`config.mk`:
```
export PLATFORM = sky130hd
export DESIGN_NAME = pipe_addsub
export DESIGN_NICKNAME = d
export VERILOG_FILES = /design/src/rtl/pipe_addsub.sv
export SDC_FILE = /design/constraint.sdc
export NUM_CORES = 1
export LEC_CHECK = 0
export CAP_MARGIN = 20
export CELL_PAD_IN_SITES_DETAIL_PLACEMENT = 1
export CELL_PAD_IN_SITES_GLOBAL_PLACEMENT = 1
export CORE_AREA = 2 2 128 130
export DETAILED_ROUTE_END_ITERATION = 10
export DIE_AREA = 0 0 130 132
export GPL_ROUTABILITY_DRIVEN = 0
export PLACE_DENSITY_LB_ADDON = 0.12
export SLEW_MARGIN = 20
export SYNTH_ARGS = -nofsm -noshare
export SYNTH_HDL_FRONTEND = slang
export SYNTH_SLANG_ARGS = --single-unit
```
`constraint.sdc`:
```
create_clock -name clk -period 4.7 [get_ports clk]
set_clock_uncertainty 0.05 [all_clocks]
set_input_delay 0.705 -clock clk [delete_from_list [all_inputs] [get_ports clk]]
set_output_delay 0.705 -clock clk [all_outputs]
set_load 0.05 [all_outputs]
```
`src/rtl/pipe_addsub.sv`:
```
// pipe_addsub: segment-pipelined add/subtract unit.
//   Operands are split into SEG_W-bit segments. Each pipeline stage resolves one
//   segment and registers the carry into the next stage. Pending high operand
//   segments travel down a skew chain, and finished low sum segments travel
//   alongside them, so every beat leaves the last stage fully de-skewed.
//   Latency is STAGES = WIDTH/SEG_W registers, the last being the output register.
// Ports:
//   clk, rst                  clock, async active-high reset
//   in_valid/in_ready         operand handshake (a, b, cin, sub)
//   sub                       0: a+b+cin   1: a-b-cin
//   out_valid/out_ready       result handshake (sum, cout, ovf)
//   cout                      add: carry out; sub: 1 = no borrow
//   ovf                       signed two's-complement overflow

// One segment of the ripple: {co, s} = a + b + ci.
module pipe_addsub_seg #(
  parameter int SEG_W = 4
) (
  input  logic [SEG_W-1:0] a,
  input  logic [SEG_W-1:0] b,
  input  logic             ci,
  output logic [SEG_W-1:0] s,
  output logic             co
);
  assign {co, s} = {1'b0, a} + {1'b0, b} + {{SEG_W{1'b0}}, ci};
endmodule

module pipe_addsub #(
  parameter int WIDTH = 16,
  parameter int SEG_W = 4
) (
  input  logic             clk,
  input  logic             rst,
  input  logic             in_valid,
  output logic             in_ready,
  input  logic [WIDTH-1:0] a,
  input  logic [WIDTH-1:0] b,
  input  logic             cin,
  input  logic             sub,
  output logic             out_valid,
  input  logic             out_ready,
  output logic [WIDTH-1:0] sum,
  output logic             cout,
  output logic             ovf
);
  localparam int STAGES = WIDTH / SEG_W;
  // Skew chain: stage j stores the WIDTH-(j+1)*SEG_W operand bits still pending.
  localparam int HI_TOT = SEG_W * STAGES * (STAGES - 1) / 2;
  localparam int HI_D   = (HI_TOT > 0) ? HI_TOT : 1;
  // De-skew chain: stage j stores the (j+1)*SEG_W finished sum bits.
  localparam int LO_TOT = SEG_W * STAGES * (STAGES + 1) / 2;

  if (WIDTH <= 0 || SEG_W <= 0 || (WIDTH % SEG_W) != 0) begin : g_param_err
    $fatal(1, "pipe_addsub: WIDTH must be a positive multiple of SEG_W");
  end

  // Bit offset of stage j's region in the flat skew chain.
  function automatic int hi_off(input int j);
    int o;
    o = 0;
    for (int i = 0; i < j; i++) o += WIDTH - (i + 1) * SEG_W;
    return o;
  endfunction

  // Bit offset of stage j's region in the flat de-skew chain.
  function automatic int lo_off(input int j);
    int o;
    o = 0;
    for (int i = 0; i < j; i++) o += (i + 1) * SEG_W;
    return o;
  endfunction

  logic                           advance, take;
  logic [WIDTH-1:0]               b_eff;
  logic                           c0;
  logic [STAGES:1]                vld_pipe;
  logic [HI_D-1:0]                a_hi, b_hi;
  logic [LO_TOT-1:0]              lo;
  logic [STAGES-1:0]              cy;
  logic                           ovf_q;
  logic [STAGES-1:0][SEG_W-1:0]   sa, sb, ss;
  logic [STAGES-1:0]              sci, sco;

  // A single global enable: the whole pipe freezes while the output is stalled.
  assign advance  = ~out_valid | out_ready;
  assign in_ready = advance;
  assign take     = in_valid & advance;

  // Subtraction is a + ~b + ~cin.
  assign b_eff = sub ? ~b : b;
  assign c0    = sub ? ~cin : cin;

  always_ff @(posedge clk or posedge rst) begin
    if (rst) begin
      vld_pipe <= '0;
    end else if (advance) begin
      vld_pipe[1] <= take;
      for (int k = 2; k <= STAGES; k++) vld_pipe[k] <= vld_pipe[k-1];
    end
  end

  for (genvar j = 0; j < STAGES; j++) begin : g_stg
    localparam int LO_W   = (j + 1) * SEG_W;
    localparam int HI_W   = WIDTH - LO_W;
    localparam int LO_OFF = lo_off(j);
    localparam int HI_OFF = hi_off(j);

    logic [LO_W-1:0] lo_d;

    if (j == 0) begin : g_in
      assign sa[j]  = a[SEG_W-1:0];
      assign sb[j]  = b_eff[SEG_W-1:0];
      assign sci[j] = c0;
      assign lo_d   = ss[j];
    end else begin : g_in
      assign sa[j]  = a_hi[hi_off(j-1) +: SEG_W];
      assign sb[j]  = b_hi[hi_off(j-1) +: SEG_W];
      assign sci[j] = cy[j-1];
      assign lo_d   = {ss[j], lo[lo_off(j-1) +: j*SEG_W]};
    end

    pipe_addsub_seg #(.SEG_W(SEG_W)) u_seg (
      .a (sa[j]),
      .b (sb[j]),
      .ci(sci[j]),
      .s (ss[j]),
      .co(sco[j])
    );

    always_ff @(posedge clk or posedge rst) begin
      if (rst) begin
        lo[LO_OFF +: LO_W] <= '0;
        cy[j]              <= 1'b0;
      end else if (advance) begin
        lo[LO_OFF +: LO_W] <= lo_d;
        cy[j]              <= sco[j];
      end
    end

    if (j < STAGES - 1) begin : g_skew
      // The segment just consumed is dropped; the rest moves one stage on.
      logic [HI_W-1:0] a_d, b_d;
      if (j == 0) begin : g_src
        assign a_d = a[WIDTH-1:SEG_W];
        assign b_d = b_eff[WIDTH-1:SEG_W];
      end else begin : g_src
        assign a_d = a_hi[hi_off(j-1) + SEG_W +: HI_W];
        assign b_d = b_hi[hi_off(j-1) + SEG_W +: HI_W];
      end
      always_ff @(posedge clk or posedge rst) begin
        if (rst) begin
          a_hi[HI_OFF +: HI_W] <= '0;
          b_hi[HI_OFF +: HI_W] <= '0;
        end else if (advance) begin
          a_hi[HI_OFF +: HI_W] <= a_d;
          b_hi[HI_OFF +: HI_W] <= b_d;
        end
      end
    end else begin : g_last
      // Top segment carries the operand and result sign bits.
      always_ff @(posedge clk or posedge rst) begin
        if (rst) ovf_q <= 1'b0;
        else if (advance)
          ovf_q <= (sa[j][SEG_W-1] == sb[j][SEG_W-1]) && (ss[j][SEG_W-1] != sa[j][SEG_W-1]);
      end
    end
  end

  assign out_valid = vld_pipe[STAGES];
  assign sum       = lo[LO_TOT-1 -: WIDTH];
  assign cout      = cy[STAGES-1];
  assign ovf       = ovf_q;
endmodule
```
## Word level (Yosys, flattened, before mapping)

Index checks and enable logic that the tools add are counted.

| storage, ports and cells | value |
|---|---|
| register bits after elaboration | 97 |
| output and inout port bits | 20 |
| word-level logic and storage cells | 34 |

| cells by class | value |
|---|---|
| $add $sub $neg | 8 |
| equality and inequality tests | 2 |
| multiplexer cells | 2 |
| bitwise gates (word level) | 5 |
| reduce and logical (&&, ||, !) cells | 1 |

Operator list:

| operator | count |
|---|---|
| adder 4 x 4 -> 5 bit | 4 |
| adder 5 x 1 -> 5 bit | 4 |
| two-way mux 16 bit | 1 |
| inverter 16 bit | 1 |
| inverter 1 bit | 2 |
| bitwise AND 1 bit | 1 |
| == test 1 bit | 1 |
| logical AND 1 bit | 1 |
| two-way mux 1 bit | 1 |
| inequality test 1 bit | 1 |
| bitwise OR 1 bit | 1 |

## Longest topological paths before layout

Gate-level depths: netlist (run 1).

| logic depth | value |
|---|---|
| depth after elaboration | 4 |
| depth in mapped cells | 9 |
| depth with buffers taken out | 7 |

## Cells and area by module

From an unflattened synthesis (run 1), not the netlist that was laid out.

| second synthesis, totals | value |
|---|---|
| cells, all modules | 293 |
| area total of the unflattened synthesis | 4431.8 sq um |

By module, submodules not included:

| module | instances | cells an instance | area an instance (sq um) | seq. area each (sq um) |
|---|---|---|---|---|
| pipe_addsub | 1 | 229 | 3856.2 | 2427.3 |
| pipe_addsub_seg | 4 | 16 | 143.9 | 0.0 |

## Worst setup path after synthesis (run 1)

No wires, ideal clock.

| timing | value |
|---|---|
| path type | input-to-reg |
| start point | in sub |
| end point | reg lo[1] (netlist: g_stg[1].lo_d[1]) |
| arrival time | 2.201 ns |
| slack | 2.366 ns |
| stages | 7 |
| path buffers | 2 |
| cells stage by stage | buf_4 > buf_4 > xor2_1 > fa_1 > inv_1 > fa_1 > a21oi_1 |

| on the way | value |
|---|---|
| word-level cells in the longest chain between the ends | 3 |
| elaborated cells on any way between the ends | 4 |

Ends and longest elaborated chain:

| item | RTL line | source |
|---|---|---|
| start, declared | 39 | `input logic sub,` |
| two-way mux 16 bit | 90 | `assign b_eff = sub ? ~b : b;` |
| adder 4 x 4 -> 5 bit | 25 | `assign {co, s} = {1'b0, a} + {1'b0, b} + {{SEG_W{1'b0}}, ci};` |
| adder 5 x 1 -> 5 bit (*) | 25 |  |
| end signal, assigned by index | 135 | `lo[LO_OFF +: LO_W] <= lo_d;` |
| end, declared | 78 | `logic [LO_TOT-1:0] lo;` |

Mark *: on every way between the ends. The rest lies on a longest branch, timed or not.
A chain may end at the register's enable or synchronous reset.

## Worst setup path in the final report (run 1)

| timing | value |
|---|---|
| start point | in out_ready |
| end point | out in_ready |

| on the way | value |
|---|---|
| word-level cells in the longest chain between the ends | 1 |

Ends and longest elaborated chain:

| item | RTL line | source |
|---|---|---|
| start, declared | 41 | `input logic out_ready,` |
| bitwise OR 1 bit | 85 | `assign advance = ~out_valid \| out_ready;` |
| end, declared | 35 | `output logic in_ready,` |

No other way between the ends.

==> results.txt, run 1 <==
The flow ran to the end, and the final reports show no timing, DRC or antenna violations. STA classifies the critical path startpoint as a primary input. The total die area is 17200 um^2, and the power density normalized to cell area is 679 nW/um^2. The floorplan has 46 rows. In this run the tool buffered the top-level ports with 57 buffer cells. The width of the die was 130 um. The number of vias after detailed routing was 3063; the placed wire-length estimate after detailed placement was 5800 um. Summing the areas of all xor and xnor instances in the mapped netlist gives 3.83% of the synthesized area. The multiplexer area fraction after synthesis is 0.691%.

Setup repair after global routing left no endpoint under its margin. The tools report the number of detailed-route iterations in the first pass as 4. The switching share of total power was 39.3%; the via count of the first global-routing pass was 3303. For the hold violation total from the final report, the log shows 0. The logs give 2240 uW for the cell-internal power and 11.7% for the combined global-route utilization of all metal layers. The switching component of the power came out at 1450 uW. TritonCTS built the clock tree. The category of the most critical setup path is in2out. The wire length of the first global-routing pass is 16100 um. In this run the static leakage power is 0.00262 uW. Dividing the detail-routed wire length by the instance count gives 12.3 um. The number of DRC markers in iteration 0 was 185.

After clock tree synthesis, the clock-pin slew on the worst setup and hold paths is 0.07 ns. Setup violations remaining at the end of the flow were counted as 0. The transition time at the pin with the least slew margin came out at 1.04 ns. Summing the areas of all compound-gate instances in the mapped netlist gives 6.22% of the synthesized area.

Post-CTS repair changed the size of 0 cells. The largest fanout of any net on the critical path is 2, and the synthesis warning total is 0. The logs give 0 ns for the setup TNS and 9 for the clock buffer count from CTS.

The number of antenna violations at the first check in global routing was 0; the flop and latch count out of synthesis was 97. The fraction of the mapped netlist area in simple logic gates came out at 21.8%. Number of nets in the synthesized netlist: 526.

The min-delay analysis places its worst path in the category reg2reg. The cell type with the largest total area after synthesis was dfrtp_1. The required time reported for the critical path endpoint is 3.94 ns. The TritonCTS sink count is 97, and the part of the cycle the worst path needs is 60.7%. Synthesized-area fraction occupied by adder cells: 7.14%. 0 antenna diodes ended up in the layout. The share of the synthesized area in the top cell type is 55.9%, and the layout-stage area growth over the synthesis result is 24.9%.

The average footprint of a synthesized cell came out at 9.28 um^2. The sequential fraction of design power was 38.3%. In the routed layout, each cell is associated on average with a via count of 4.15. The run gives 58 as the boundary pin count.

For this run, the leading register cell type out of synthesis is dfrtp_1. For the number of slew-limit violations in the final report, the log shows 0. At the end of the flow the core is filled with cells to 34.5%. Synthesis handed over a netlist of 468 instances. The run gives 575 as the final layout net count.

The tools report the cell at the root of the clock tree as clkbuf_16. In this run, the combinational gates consume 39.8% of the power. The initial cell density of the core is 27.6%. Entering global routing, the biggest net connects 103 pins. Yosys mapped a number of flops with a built-in enable equal to 0.

The worst setup path is captured at an output pin. For the worst setup path, the data arrival time is 2.10 ns. The tool flagged a number of max-cap violations equal to 0. Fill cells in the final layout number 1787.

The number of H-tree branching levels was 3; the core region area was 15700 um^2. The sequential fraction of the synthesis area was 55.9%; the total congestion overflow was 0. After clock tree synthesis, the flow added hold-fix buffers numbering 0. Largest family of logic cells by synthesized area: simple AND/OR/NAND/NOR gates.

The clock period minus worst slack came out at 2.85 ns. The fraction of layout cells with a size suffix above 1 was 4.41%. VDD sags by at most 0.184 mV. For the worst-skew pair later-pin latency, the log shows 0.34 ns. The top cell types in the final layout, fill and taps aside, are 215 x nand2_1, 97 x dfrtp_1, 57 x clkdlybuf4s50_1. In this run, distinct cell masters in the synthesized netlist total 27. Most common cell after layout, fill and taps aside: nand2_1. Of the total power, the clock network draws 21.9%.

The combined area of all synthesized cells is 4340 um^2. Post-CTS timing repair inserted 0 buffers for setup. By area the synthesized netlist is led by dfrtp_1 56%, nand2_1 19%, fa_1 3.7%, ha_1 3.5%, o21ai_0 2.5%. The number of routed nets with antenna violations came out at 0.

The clock passes through at most 2 buffers. From bottom edge to top edge, the die measures 132 um. The worst-case headroom to the max-slew limit is 30.7%, and the total wire length after detailed routing is 9080 um. The tools report the fmax as 351 MHz. In the synthesized netlist the async set-or-reset flop fraction comes to 100%. For the DRC violation count after routing, the log shows 0.
==> layout make-up <==
type | count | area (um^2) | share of cell area, %
Sequential cell | 97 | 2430 | 44.8
Multi-Input combinational cell | 330 | 1730 | 31.8
Timing Repair Buffer | 61 | 601 | 11.1
Tap cell | 216 | 270 | 4.98
Clock buffer | 10 | 239 | 4.41
Clock inverter | 6 | 91.3 | 1.68
Inverter | 18 | 70.1 | 1.29
==> synth_stat cells (4+ instances only) <==
cell	number
nand3_1	4
inv_1	17
fa_1	8
a21oi_1	13
nand2_1	215
buf_2	11
xnor2_1	12
clkbuf_1	8
nor2_1	11
xor2_1	7
dfrtp_1	97
nor2b_1	6
o21ai_0	22
ha_1	12
==> registers in the layout (all words and copies together) (netlist names) <==
register	cells
a_hi	24
b_hi	24
cout	1
cy	3
g_stg.lo_d	24
ovf	1
sum	16
vld_pipe	4
==> stage by stage <==
step / cells / total power (uW) / hold WS (ns) / cell area (um^2) / worst slack, ns
2_1_floorplan: 468 / 2470 / 0.380 / 4340 / 1.41
3_3_place_gp: 722 / 2890 / 0.400 / 5090 / 1.85
3_5_place_dp: 722 / 2930 / 0.402 / 5090 / 1.80
4_1_cts: 738 / 3760 / 0.419 / 5420 / 1.84
5_1_grt: 738 / 4030 / 0.445 / 5420 / 1.80
6_report: 738 / 3690 / 0.412 / 5420 / 1.85
==> final timing paths <==
path                              from               end  slack (ns)  cells past startpoint
min in group asynchronous          rst  g_stg[3].lo_d[0]        0.86                      2
max                          out_ready          in_ready        1.85                      4
min reg2reg                vld_pipe[3]       vld_pipe[3]        0.41                      2
max in group asynchronous          rst          b_hi[20]        2.85                      3
min                        vld_pipe[3]       vld_pipe[3]        0.41                      2
max reg2reg                   a_hi[12]             cy[2]        2.77                      5
==> per-layer routing <==
layer | GRT usage [%] | up-vias | wire length (um)
li1 | - | 1566 | -
met1 | 16.5 | 1441 | 4630
met5 | 0 | - | 0
met2 | 17.7 | 46 | 3940
met3 | 1.83 | 10 | 321
met4 | 5.38 | 0 | 182
==> power by group through the flow <==
stage,Sequential (uW),Combinational (uW),Clock [uW]
CTS,1420,1500,841
detailed placement,1430,1490,0
global route,1470,1680,876
global placement,1430,1460,0
finish,1410,1470,807
floorplan,1660,807,0
==> cell families after synthesis <==
kind of cell / Yosys count
DFF: 97
muxes: 3
buffers and inverters: 41
AOI/OAI and AO/OA: 47
xor gates and xnor gates: 19
and+or+nand+nor: 241
adders and majority gates: 20
==> critical path, cell delays in order <==
cell	delay, ns
clkdlybuf4s50_1	0.50
nor2b_4	0.05
inv_2	0.05
clkdlybuf4s50_1	0.79
Note: power is estimated with default switching activity, not from simulation.
==> run 2, diff against run 1 <==
clock period = 2.3 ns   (was 4.7 ns; I/O delays follow)
==> run 2 against run 1 <==
Critical path depth is 5 higher; worst setup slack worse by 1.5 ns; power is 110% higher; clock power is 100% higher; via count is 1.2% higher; non-clock buffer count is 12 higher; register-to-register slack worse by 2.3 ns; count of clock-buffer cells in the layout is 2 higher; flip-flop and latch count stayed put; die area stayed put; sequential power is 110% higher.
==> results.txt, run 2 (synthesis gave the netlist of run 1 again) <==
The flow ran to the end, and the final reports show no timing, DRC or antenna violations. The total leakage power was 0.00271 uW (+3.2%); the number of DRC markers in iteration 0 was 83 (-55%). The setup slack after layout is 0.304 ns (-1.54 ns).

The required time reported for the critical path endpoint was 2.52 ns (-1.42 ns); the layout-stage area growth over the synthesis result was 28.7%. The boundary pin count is 58 (unchanged). Among cell families on the critical path, the largest total delay comes from buffers and inverters. The initial cell density of the core was 27.6% (unchanged); the fraction of layout cells with a size suffix above 1 was 6.55% (+2.1 points).

The buffer count from post-CTS setup fixing was 0 (unchanged); the largest fanout of any net on the critical path was 6 (+4). STA classifies the critical path endpoint as a flop. The routed design could run at a clock period as short as 2.00 ns. The number of H-tree branching levels came out at 3 (unchanged). The signal on the critical path passes through clkdlybuf4s50_1 > buf_4 > xor2_1 > fa_1 > inv_1 > fa_1 > nor2b_1 > o21ai_0 > a21oi_1. For the overall power after layout, the log shows 7690 uW (+110%). By instance count, the cell type seen most on the critical path is fa_1. The maximum number of pins on one net before global-route repair is 58 (-44%). The transition time at the pin with the least slew margin was 0.498 ns (-0.541 ns); the setup TNS was 0 ns (unchanged). Number of vias after detailed routing: 3099 (+1.2%). The tightest min-delay check is of the in2async type. TritonCTS built the clock tree. The run gives 0 (unchanged) as the cts-stage hold buffer count. Worst-case headroom to the max-slew limit: 66.7% (+36 points). The cell sitting at the root of the clock tree is a clkbuf_16. The placed wire-length estimate after detailed placement came out at 6590 um (+14%). The most common cell after layout, fill and taps aside is nand2_1. Total wire length after detailed routing: 9190 um (+1.2%). The tools report the total congestion overflow as 0 (unchanged).

The DRC violation count after routing was 0 (unchanged). Of the available clock period, the critical path in the final layout requires 86.8%. The clock input transition at the sequential cells of the worst setup and hold paths is 0.07 ns (about the same), and the endpoint arrival time on the critical path is 2.21 ns (+0.11 ns).

Static timing analysis puts the maximum clock frequency at 501 MHz. The final layout net count is 587 (+2.1%), and the number of inserted filler cells in the final layout is 1838 (+2.9%). The total die area came out at 17200 um^2 (unchanged). The tools report the type of origin of the critical path as a primary input.

The logs give 0 (unchanged) for the number of antenna violations at the first check in global routing and 0 (unchanged) for the final setup violation count. Number of detailed-route iterations in the first pass: 4 (unchanged). The cell with the largest stage delay on the worst path is clkdlybuf4s50_1. The combined buffer and inverter count along the critical path is 3 (unchanged), and the worst-skew pair later-pin latency is 0.34 ns (about the same). The number of slew-limit violations in the final report was 0 (unchanged). The library cells used most frequently in the layout, excluding fill and tap cells, are 215 x nand2_1, 97 x dfrtp_1, 56 x clkdlybuf4s50_1.

The via count of the first global-routing pass came out at 3269 (-1.0%). The hold violation total from the final report came out at 0 (unchanged). Setup repair after global routing left no endpoint under its margin. For the combined global-route utilization of all metal layers, the log shows 12.0% (+0.26 points). The width of the die was 130 um (unchanged).

The core region area was 15700 um^2 (unchanged). The maximum VDD drop is 0.433 mV (+140%). The power density normalized to cell area works out to 1380 nW/um^2 (+100%). By startpoint and endpoint, the worst setup path is classified as in2reg. Wire length of the first global-routing pass: 16300 um (+1.2%). The maximum buffer depth of the clock tree is 2 (unchanged). The per-cell routed wire length came out at 12.3 um (-0.40%). The detailed-route vias per instance was 4.13 (-0.44%). The number of routed nets with antenna violations was 0 (unchanged); the delay of the slowest cell on the worst path was 0.46 ns (-0.33 ns). The run gives 97 (unchanged) as the TritonCTS sink count. The number of buffers inserted by port buffering is 57 (unchanged). The number of max-cap violations is 0 (unchanged). The number of rows in the core area is 46 (unchanged), and the floorplan die height is 132 um (unchanged).

The run gives -0.0883 ns (-1.89 ns) as the worst setup timing slack at the placement stage. For the clock buffer count from CTS, the log shows 9 (unchanged). The run gives 0 (unchanged) as the number of diodes added for antenna fixing. For the number of resized instances in the post-cts repair step, the log shows 0 (unchanged).
run 2: worst paths after layout:
path / from / to / slack, ns / cells past startpoint
worst max-delay path: sub / cy[0] / 0.30 / 9
worst min-delay path: rst / sum[9] / 0.29 / 2
worst max register to register: a_hi[12] / cy[2] / 0.46 / 5
worst min register to register: sum[12] / sum[12] / 0.41 / 2
max in group asynchronous: rst / sum[4] / 1.33 / 3
min in group clk: sum[12] / sum[12] / 0.41 / 2
run 2: cell type report:
| cell class | count | area (um^2) | share of cell area [%] |
|---|---|---|---|
| multi-input cells | 330 | 1730 | 30.9 |
| inverters | 18 | 71.3 | 1.28 |
| clock inverters | 4 | 73.8 | 1.32 |
| flip-flops and latches | 97 | 2430 | 43.4 |
| clock buffers | 12 | 256 | 4.59 |
| repair buffers | 73 | 763 | 13.7 |
| well taps | 216 | 270 | 4.84 |
run 2: routing by layer:
layer	part of all wire, %	wire length (um)	global-route usage (%)
met1	50	4640	16.7
met2	44	4070	17.8
met3	3.6	334	3.04
met4	1.7	153	4.90
met5	0	0	0
run 2: where the power goes:
| part | internal (uW) | switching [uW] |
|---|---|---|
| clock | 1010 | 634 |
| combinational | 1230 | 1910 |
| sequential | 2470 | 435 |
run 2: through the flow:
step           utilization, %  hold WS [ns]  instances  cell area [um^2]
6_report                 35.6         0.290        750              5590
5_1_grt                  35.6         0.301        750              5590
4_1_cts                  35.6         0.283        750              5590
3_5_place_dp             33.5         0.408        734              5260
3_3_place_gp             33.5         0.394        734              5260
2_1_floorplan               -         0.380        468              4350
